===== config.mk =====
export PLATFORM = sky130hd
export DESIGN_NAME = instruction_fetch_unit
export DESIGN_NICKNAME = d
export VERILOG_FILES = /design/src/rtl/instruction_fetch_unit.sv
export SDC_FILE = /design/constraint.sdc
export NUM_CORES = 1
export LEC_CHECK = 0
export ABC_AREA = 0
export CAP_MARGIN = 15
export CORE_UTILIZATION = 50
export DETAILED_ROUTE_END_ITERATION = 10
export GPL_TIMING_DRIVEN = 0
export PLACE_DENSITY_LB_ADDON = 0.3
export SKIP_LAST_GASP = 1
export SLEW_MARGIN = 30
export SYNTH_ARGS = -nofsm -noshare
export SYNTH_HDL_FRONTEND = slang
export SYNTH_SLANG_ARGS = --single-unit

===== constraint.sdc =====
create_clock -name clock -period 3 [get_ports clock]
set_input_delay 0.6 -clock clock [delete_from_list [all_inputs] [get_ports clock]]
set_output_delay 0.6 -clock clock [all_outputs]
set_load 0.02 [all_outputs]

===== src/rtl/instruction_fetch_unit.sv =====
// Instruction fetch unit: reads 64-bit instruction words from a fixed-latency RAM.
// After each delivered instruction it prefetches pc + 1 into a one-entry buffer,
// so that a sequential request can be answered at its accept edge.
module instruction_fetch_unit #(
   parameter int unsigned RAM_LATENCY = 1,
   parameter int unsigned MAX_OPCODE  = 17
) (
   input  logic        clock,
   input  logic        reset,
   input  logic        start,
   input  logic [15:0] pc,
   output logic [15:0] ram_address,
   input  logic [63:0] ram_q,
   output logic [63:0] instruction,
   output logic [15:0] opcode,
   output logic [15:0] instr_a,
   output logic [15:0] instr_b,
   output logic [15:0] instr_c,
   output logic        done,
   output logic        illegal,
   output logic        hit
);

   typedef enum logic [1:0] {StIdle, StFetch, StDone, StPrefetch} state_t;

   localparam logic [1:0]  LatLast = 2'(RAM_LATENCY);
   localparam logic [15:0] MaxOp   = 16'(MAX_OPCODE);

   state_t      state;
   logic [1:0]  cnt;      // edges elapsed since ram_address was updated
   logic [15:0] last_pc;  // address of the most recently requested instruction
   logic        pf_valid;
   logic [15:0] pf_tag;
   logic [63:0] pf_data;
   logic        pf_pend;  // a request for the in-flight prefetch address is waiting

   // Field views of the captured instruction word.
   assign opcode  = instruction[63:48];
   assign instr_a = instruction[47:32];
   assign instr_b = instruction[31:16];
   assign instr_c = instruction[15:0];
   assign illegal = (instruction[63:48] > MaxOp);

   // Fetch/prefetch control FSM with registered outputs and prefetch buffer.
   always_ff @(posedge clock) begin
      if (reset) begin
         state       <= StIdle;
         cnt         <= '0;
         last_pc     <= '0;
         pf_valid    <= 1'b0;
         pf_tag      <= '0;
         pf_data     <= '0;
         pf_pend     <= 1'b0;
         ram_address <= '0;
         instruction <= '0;
         done        <= 1'b0;
         hit         <= 1'b0;
      end else begin
         unique case (state)
            StIdle: begin
               if (start) begin
                  last_pc <= pc;
                  if (pf_valid && pf_tag == pc) begin
                     instruction <= pf_data;
                     done        <= 1'b1;
                     hit         <= 1'b1;
                     state       <= StDone;
                  end else begin
                     ram_address <= pc;
                     cnt         <= '0;
                     state       <= StFetch;
                  end
               end
            end
            StFetch: begin
               if (cnt == LatLast) begin
                  instruction <= ram_q;
                  if (start) begin
                     done  <= 1'b1;
                     hit   <= 1'b0;
                     state <= StDone;
                  end else begin
                     // Requester gave up: skip DONE and prefetch the successor.
                     ram_address <= last_pc + 16'd1;
                     cnt         <= '0;
                     pf_valid    <= 1'b0;
                     pf_pend     <= 1'b0;
                     state       <= StPrefetch;
                  end
               end else begin
                  cnt <= cnt + 2'd1;
               end
            end
            StDone: begin
               if (!start) begin
                  done        <= 1'b0;
                  hit         <= 1'b0;
                  ram_address <= last_pc + 16'd1;
                  cnt         <= '0;
                  pf_valid    <= 1'b0;
                  pf_pend     <= 1'b0;
                  state       <= StPrefetch;
               end
            end
            StPrefetch: begin
               if (start && !pf_pend && pc != ram_address) begin
                  // Jump away from the prefetched address: abort and miss.
                  pf_valid    <= 1'b0;
                  ram_address <= pc;
                  last_pc     <= pc;
                  cnt         <= '0;
                  state       <= StFetch;
               end else if (cnt == LatLast) begin
                  pf_data  <= ram_q;
                  pf_tag   <= ram_address;
                  pf_valid <= 1'b1;
                  pf_pend  <= 1'b0;
                  if (start) begin
                     instruction <= ram_q;
                     last_pc     <= ram_address;
                     done        <= 1'b1;
                     hit         <= 1'b1;
                     state       <= StDone;
                  end else begin
                     state <= StIdle;
                  end
               end else begin
                  cnt <= cnt + 2'd1;
                  if (start) pf_pend <= 1'b1;
               end
            end
         endcase
      end
   end

endmodule

-- After elaboration in Yosys (flattened, before gate mapping)
Cells that the tools add are included.
- flip-flop bits (word level): 184
- latch bits: 0
- RAM bits: 0
- bits in read-only memories: 0
- input port bits: 83
- output and inout bits: 147
- logic and storage cells: 110
- memories: 0
- $add $sub $neg: 2
- multiply operators: 0
- divide/modulo/power cells: 0
- order comparisons: 1
- equality and inequality tests: 20
- shift-type cells: 0
- multiplexer cells: 57
- bitwise operators: 1
- reduce and logical (&&, ||, !) cells: 18
- operators by type and width (cell ; count):
    2-to-1 mux 64 bit ; 6
    case mux 64 bit (3 select lines) ; 1
    2-to-1 mux 16 bit ; 9
    case mux 16 bit (4 select lines) ; 1
    case mux 16 bit (2 select lines) ; 1
    2-to-1 mux 2 bit ; 13
    2-to-1 mux 1 bit ; 20
    inequality test 2 bit (second input constant) ; 10
    AND reduction 4 bit ; 5
    adder 16 x 1 -> 16 bit (second input constant) ; 1
    equality test 16 bit ; 1
    > comparator 16 x 5 -> 1 bit (second input constant) ; 1
    inequality test 16 bit ; 1
    case mux 2 bit (4 select lines) ; 2
    inequality test 3 bit (second input constant) ; 4
    AND reduction 3 bit ; 3
    case mux 1 bit (4 select lines) ; 2
    AND reduction 8 bit ; 1
    AND reduction 7 bit ; 1
    case mux 1 bit (3 select lines) ; 2
    nonzero test 3 bit ; 2
    equality test 2 x 1 -> 1 bit (second input constant) ; 2
    equality test 2 bit (second input constant) ; 2
    logical AND 1 bit ; 3
    5 further kinds ; 5

-- Logic depth before layout (Yosys ltp)
Gate-level depths: netlist of the first run.
- depth in word-level cells: 5
- gate-level depth with buffers: 9
- gate-level depth less buffers: 8

-- Least setup slack after synthesis of the first run
No wires, ideal clock.
- path type: in2reg
- start point: in pc[7]
- end point: reg instruction[47]
- setup time: 0.139 ns
- arrival time: 2.197 ns
- required time: 2.861 ns
- path slack: 0.663 ns
- cell stages on the path: 8
- buffers on the path: 2
- path through: xor2_1 or4_1 nor3b_2 a21bo_2 and3_1 buf_2 buf_6 a311oi_2
- cells in the longest elaborated chain, start to end: 4
- elaborated cells between the ends (all ways): 7
- those cells by class: eq/ne (4); reduce/logical (3)
- RTL lines (item ; RTL line ; text):
    start, declared ; 11 ; input logic [15:0] pc,
    inequality test 16 bit / equality test 16 bit (equally long branches) ; 106, 63 ;
    logical AND 1 bit, on equally long branches ; 106, 63 ;
    inequality test 2 bit (no source line) ; -- ;
    AND reduction 7 bit (no source line) * ; -- ;
    end signal, assigned ; 64 ; instruction <= pf_data;
    end signal, assigned ; 77 ; instruction <= ram_q;
    end signal, assigned ; 119 ; instruction <= ram_q;
    end, declared ; 14 ; output logic [63:0] instruction,
Every way passes the cells marked *; elsewhere a longest branch is shown, timed or not.
A chain may end at the register's enable or synchronous reset.

-- Worst setup path after layout of the first run
- start point: in pc[4]
- end point: reg instruction[1]
Same word-level chain as after synthesis.

==> results of run 1 <==
[per-layer routing]
layer	part of all wire	vias to the layer above	track usage	routed length, µm
met1	0.41	4597	0.387	12100
met5	0	-	0	0
met2	0.47	506	0.498	14000
met4	0.037	0	0.144	1090
met3	0.080	89	0.0575	2370
li1	-	4582	-	-
[layout by cell type (no fill, tap or decap), types with 25 or more instances in the layout]
| master | n |
|---|---|
| buf_4 | 78 |
| a311oi_1 | 56 |
| o21ai_0 | 71 |
| dfxtp_1 | 184 |
| nand2_1 | 231 |
| nor2_1 | 40 |
| clkdlybuf4s50_1 | 225 |
| xnor2_1 | 28 |
| a31oi_1 | 72 |
| clkbuf_1 | 69 |
| nand4_1 | 25 |
| a21oi_1 | 111 |
[state kept, by name, summed over array words and instances, names as in the netlist]
signal,cells
pf_data,64
pf_valid,1
instruction,64
last_pc,16
pf_pend,1
state,2
ram_address,16
cnt,2
pf_tag,16
hit,1
done,1
[Yosys cell counts (15+ instances only)]
master,number,area (µm²)
xor2_1,15,131
dfxtp_1,184,3680
buf_4,76,571
clkbuf_1,70,263
a31oi_1,72,450
a211oi_1,17,128
a311oi_1,56,490
nor2_1,41,154
a21oi_1,111,556
buf_2,15,75.1
o21ai_0,71,355
mux2i_1,17,170
nand4_1,25,156
nand2_1,231,867
xnor2_1,28,245
o31ai_1,17,128
[cell type report]
| type | instances | area [µm²] | share of cell area |
|---|---|---|---|
| multi-input cells | 790 | 4600 | 0.369 |
| flip-flops and latches | 184 | 3680 | 0.295 |
| repair buffers | 230 | 2300 | 0.185 |
| plain buffers | 169 | 1010 | 0.0807 |
| clock buffers | 19 | 443 | 0.0355 |
| well taps | 229 | 287 | 0.0230 |
| clock inverters | 13 | 114 | 0.00913 |
| inverters | 9 | 33.8 | 0.00271 |
[worst max-delay path, delay by kind of cell]
family          cells  cell delay, ps
simple gates        1             190
compound gates      4            1270
buf+inv             3            1040
xor+xnor            1             170
[metrics by stage]
| step | utilization | cells | hold WS, ps | setup TNS (ps) |
|---|---|---|---|---|
| 6_report | 0.690 | 1643 | 454 | 0 |
| 5_1_grt | 0.690 | 1643 | 468 | 0 |
| 4_1_cts | 0.688 | 1641 | 458 | 0 |
| 3_5_place_dp | 0.656 | 1609 | 447 | -72970 |
| 3_3_place_gp | 0.656 | 1609 | 440 | -80780 |
| 2_1_floorplan | - | 1152 | 428 | 0 |
[cells by family (layout without fill, tap and decap cells)]
group | Yosys count | after routing
DFF | 184 | 184
muxes | 18 | 18
buffers and inverters | 178 | 440
adders and majority gates | 7 | 7
xor gates and xnor gates | 43 | 43
AOI/OAI and AO/OA | 373 | 373
and+or+nand+nor | 349 | 349
[path summary, 6_finish.rpt]
| kind | to | cells after the start | from | slack (ps) |
|---|---|---|---|---|
| max reg2reg | instruction[1] | 9 | state[0] | 270 |
| max | instruction[1] | 9 | pc[4] | 40 |
| min | pf_data[58] | 2 | pf_data[58] | 450 |
| min reg2reg | pf_data[58] | 2 | pf_data[58] | 450 |
[power by group through the flow]
stage	Clock, W	Sequential, W	Combinational, W
CTS	0.00215	0.00379	0.00730
detailed placement	0	0.00384	0.00726
floorplan	0	0.00429	0.00381
global route	0.00227	0.00389	0.00781
finish	0.00216	0.00381	0.00737
global placement	0	0.00382	0.00717
[repair_timing]
item / CTS / global route
endpoints found under the setup margin: 92 / 81
buffers inserted: 0 / 2
resized for setup: 2 / 11
pin swaps: 0 / 2
hold endpoints to repair: 0 / 0
==> results.yml, run 1 <==
placed_design:
  place_area_mm2: 0.0119
  post-place-ws_ps: -565
  gp_congestion: 0.942
  hpwlAfterDp_mm: 21.0
  portBuffers: 228
yosys:
  syn_inst: 1152
  synth_top_family_by_area: "compound AO/OA/AOI/OAI gates"
  synth-xor-area-share: 0.0405
  syn-num-nets: 1242
  dominantRegCellSynth: "dfxtp_1"
  synth_area_mm2: 0.00930
  synth_compound_area_frac: 0.261
  synthDistinctLibCells: 52
  muxShareOfSynthArea: 0.0195
  ys_seq_area_frac: 0.396
  synth-seq-cells: 184
  ys_async_sr_fraction: 0
  synth_simple_gate_area_frac: 0.162
  synth_edf_count: 0
  synthAdderAreaFrac: 0.00942
  synth.avg_cell_area_um2: 8.07
  yosys_warnings: 0
setup_path:
  path_class: "in -> reg"
  path_cells: "clkdlybuf4s50_1 -> xnor2_1 -> nand4_1 -> o41a_1 -> a31oi_4 -> buf_6 -> buf_4 -> a31oi_1 -> a311oi_1"
  end_kind: "flip-flop"
  crit_arrival_ps: 3290
  slowest_stage: "clkdlybuf4s50_1"
  cp-start-kind: "input port"
  cp.required_ps: 3330
  crit_fanout: 10
  slowest_delay_ps: 660
grt:
  grt_pass1_wl_mm: 47.2
  grt_overflow: 0
  grt_pass1_vias: 8974
  antenna_found_initial: 0
  grt_max_degree: 18
  grtUsageTotal: 0.304
power:
  p_per_area_mw_per_mm2: 1070
  leakagePower_nw: 4.16
  switchingPower_w: 0.00572
  p_clk_frac: 0.162
  power_w: 0.0133
  irDropWorstVdd_mv: 0.622
  p_sw_frac: 0.429
  seqPwrFrac: 0.286
  p_int_w: 0.00762
  combPwrFrac: 0.553
cells_and_area:
  postLayoutCellArea_mm2: 0.0125
  n_antenna_cell: 0
  drive_gt1_frac: 0.110
  design.final.nets: 1491
  nFillCells: 1530
  area_growth_pct: 34.2
route:
  ant_nets: 0
  first_iter_violations: 1069
  vias_per_cell: 5.95
  dr.pass1.iters: 8
  finalWirelength_mm: 29.6
  wl_per_cell_um: 18.0
  drc: 43
  num_vias: 9774
sta:
  rsz0062_at_grt: "no"
  setup_viol: 0
  worst_pin_slew_ps: 670
  hold_violations: 0
  min_period_ps: 2960
  fin_crit_sh: 0.985
  skew_ps: 14.9
  fin_ws_ps: 44.8
  slew_headroom: 0.550
  slew_viol_final: 0
  fmax_ghz: 0.338
clocking:
  clk_latency_ps: 450
  cts.sinks: 184
  ctsRootBufferMaster: "clkbuf_16"
  cts_buffer_depth: 2
  cts_tree: "built"
  ctsHoldBuffers: 0
  clkSlewWorstSetupHoldPaths_ps: 70
  cts_inserted_buffers: 17
  htreeDepth: 4
die:
  fp.coreArea_mm2: 0.0181
  num_rows: 49
  dieArea_mm2: 0.0191
  initial_utilization: 0.514
  die_width_um: 138
  die_y_um: 138
  io_pins: 230
min_path:
  min_path_type: "reg -> reg"
flow_run:
  maxCapViolations: 0
run_status:
  status: "finished, violations left"
  violations: "design-rule violations"
Note: power is estimated with default switching activity, not from simulation.
==> run 2: changes to the inputs <==
Settings changed: CORE_MARGIN from default to 2, PLACE_DENSITY from default to 0.85, PLACE_DENSITY_LB_ADDON 0.3 to default.
==> results.yml, run 2 (synthesized netlist as in run 1, its figures left out) <==
run_status:
  status: "finished, final reports clean"
sta:
  hold_ws_ps: 457
  slew_headroom: 0.404
  skew_ps: 11.7
  fmax_ghz: 0.340
  min_period_ps: 2940
  setup_viol: 0
  rsz0062_at_grt: "no"
  hold_violations: 0
  slew_viol_final: 0
  fin_crit_sh: 0.981
  worst_pin_slew_ps: 888
power:
  p_per_area_mw_per_mm2: 1080
  leakagePower_nw: 4.25
  power_w: 0.0136
  irDropWorstVdd_mv: 0.549
setup_path:
  crit_arrival_ps: 3250
  startpoint: "pc[0]"
  crit_fanout: 10
  timing.rr.start: "state[0]"
  end_kind: "flip-flop"
  cp-start-kind: "input port"
  cp.required_ps: 3300
  path_class: "in -> reg"
  r2r_slack_ps: 290
  reg2reg_depth: 7
  regToRegEndpoint: "instruction[58]"
grt:
  met2_usage: 0.510
  grt_pass1_wl_mm: 46.4
  grt_max_degree: 17
  met3_usage: 0.0503
  grt_overflow: 0
  antenna_found_initial: 0
  top_usage_layer: "met2"
  grtUsageTotal: 0.292
  grt_pass1_vias: 8928
  use_met1: 0.359
route:
  ant_nets: 0
  dr.pass1.iters: 7
  vias_per_cell: 5.95
  num_vias: 9774
  drc: 0
  finalWirelength_mm: 30.4
  first_iter_violations: 925
  wl_per_cell_um: 18.5
min_path:
  min-delay-start: "pf_data[5]"
  min_path_type: "reg -> reg"
  whs_path_depth: 2
  hold_path_end: "pf_data[5]"
flow_run:
  maxCapViolations: 0
clocking:
  cts_tree: "built"
  ctsHoldBuffers: 0
  ctsRootBufferMaster: "clkbuf_16"
  clk_latency_ps: 440
  cts_inserted_buffers: 17
  cts_buffer_depth: 2
  clkSlewWorstSetupHoldPaths_ps: 70
  htreeDepth: 4
  cts.sinks: 184
die:
  die_width_um: 140
  fp.coreArea_mm2: 0.0181
  io_pins: 230
  die_y_um: 140
  num_rows: 49
  dieArea_mm2: 0.0197
  initial_utilization: 0.514
placed_design:
  dpl.cell_count: 1609
  place_area_mm2: 0.0119
  hpwlAfterDp_mm: 22.2
  portBuffers: 228
  gp_congestion: 0.982
cells_and_area:
  n_antenna_cell: 0
  drive_gt1_frac: 0.110
  postLayoutCellArea_mm2: 0.0125
  final_common_cell: "nand2_1"
  finish.utilization: 0.694
  area_growth_pct: 35.0
  design.final.nets: 1493
  fin_cells: 1644
  final_cell_mix: "nand2_1, clkdlybuf4s50_1, dfxtp_1"
  largest_registers: "instruction (64), pf_data (64)"
run 2: metrics by stage:
stage                     setup WS (ps)  setup TNS [ps]
after global routing              0.623               0
after CTS                          15.8               0
after floorplan                     663               0
after global placement             -540          -74100
after detailed placement           -564          -76340
final                              55.8               0
run 2: where the power goes:
part,leakage [nW],switching (W),internal [W]
sequential,1.50,0.000756,0.00307
clock,0.289,0.00102,0.00134
combinational,2.46,0.00396,0.00345
total,4.25,0.00573,0.00786
run 2: cell type report:
type / instances / area [µm²]
sequential: 184 / 3680
clock buffer: 19 / 443
buffer: 169 / 1010
clock inverter: 12 / 166
fill: 1462 / 5540
timing repair buffer: 232 / 2330
inverter: 9 / 33.8
multi-input combinational: 790 / 4600
tap: 229 / 287
run 2: worst max-delay path, stage by stage:
cell,delay (ps)
clkdlybuf4s50_1,650
xor2_1,200
or4_1,560
nor4_2,370
nand4_1,330
clkbuf_1,310
nand4_1,140
a21oi_1,80
run 2: worst max-delay path by stage:
stage                     slack [ps]               to
after floorplan                  660  instruction[47]
final                             60   ram_address[9]
after detailed placement        -560       pf_data[2]
after CTS                         20  instruction[50]
after global placement          -540       pf_data[7]
after global routing             0.6       pf_data[2]
run 2: repair_timing:
| item | CTS | global route |
|---|---|---|
| cloned | 0 | 0 |
| pin swaps | 1 | 7 |
| setup endpoints to repair | 88 | 113 |
| buffers inserted | 0 | 4 |
| resized for setup | 3 | 15 |
run 2: routing by layer:
layer	share of wire	vias up	wire [µm]
li1	-	4596	-
met5	0	-	0
met4	0.031	0	940
met2	0.48	547	14700
met3	0.091	94	2780
met1	0.40	4537	12100
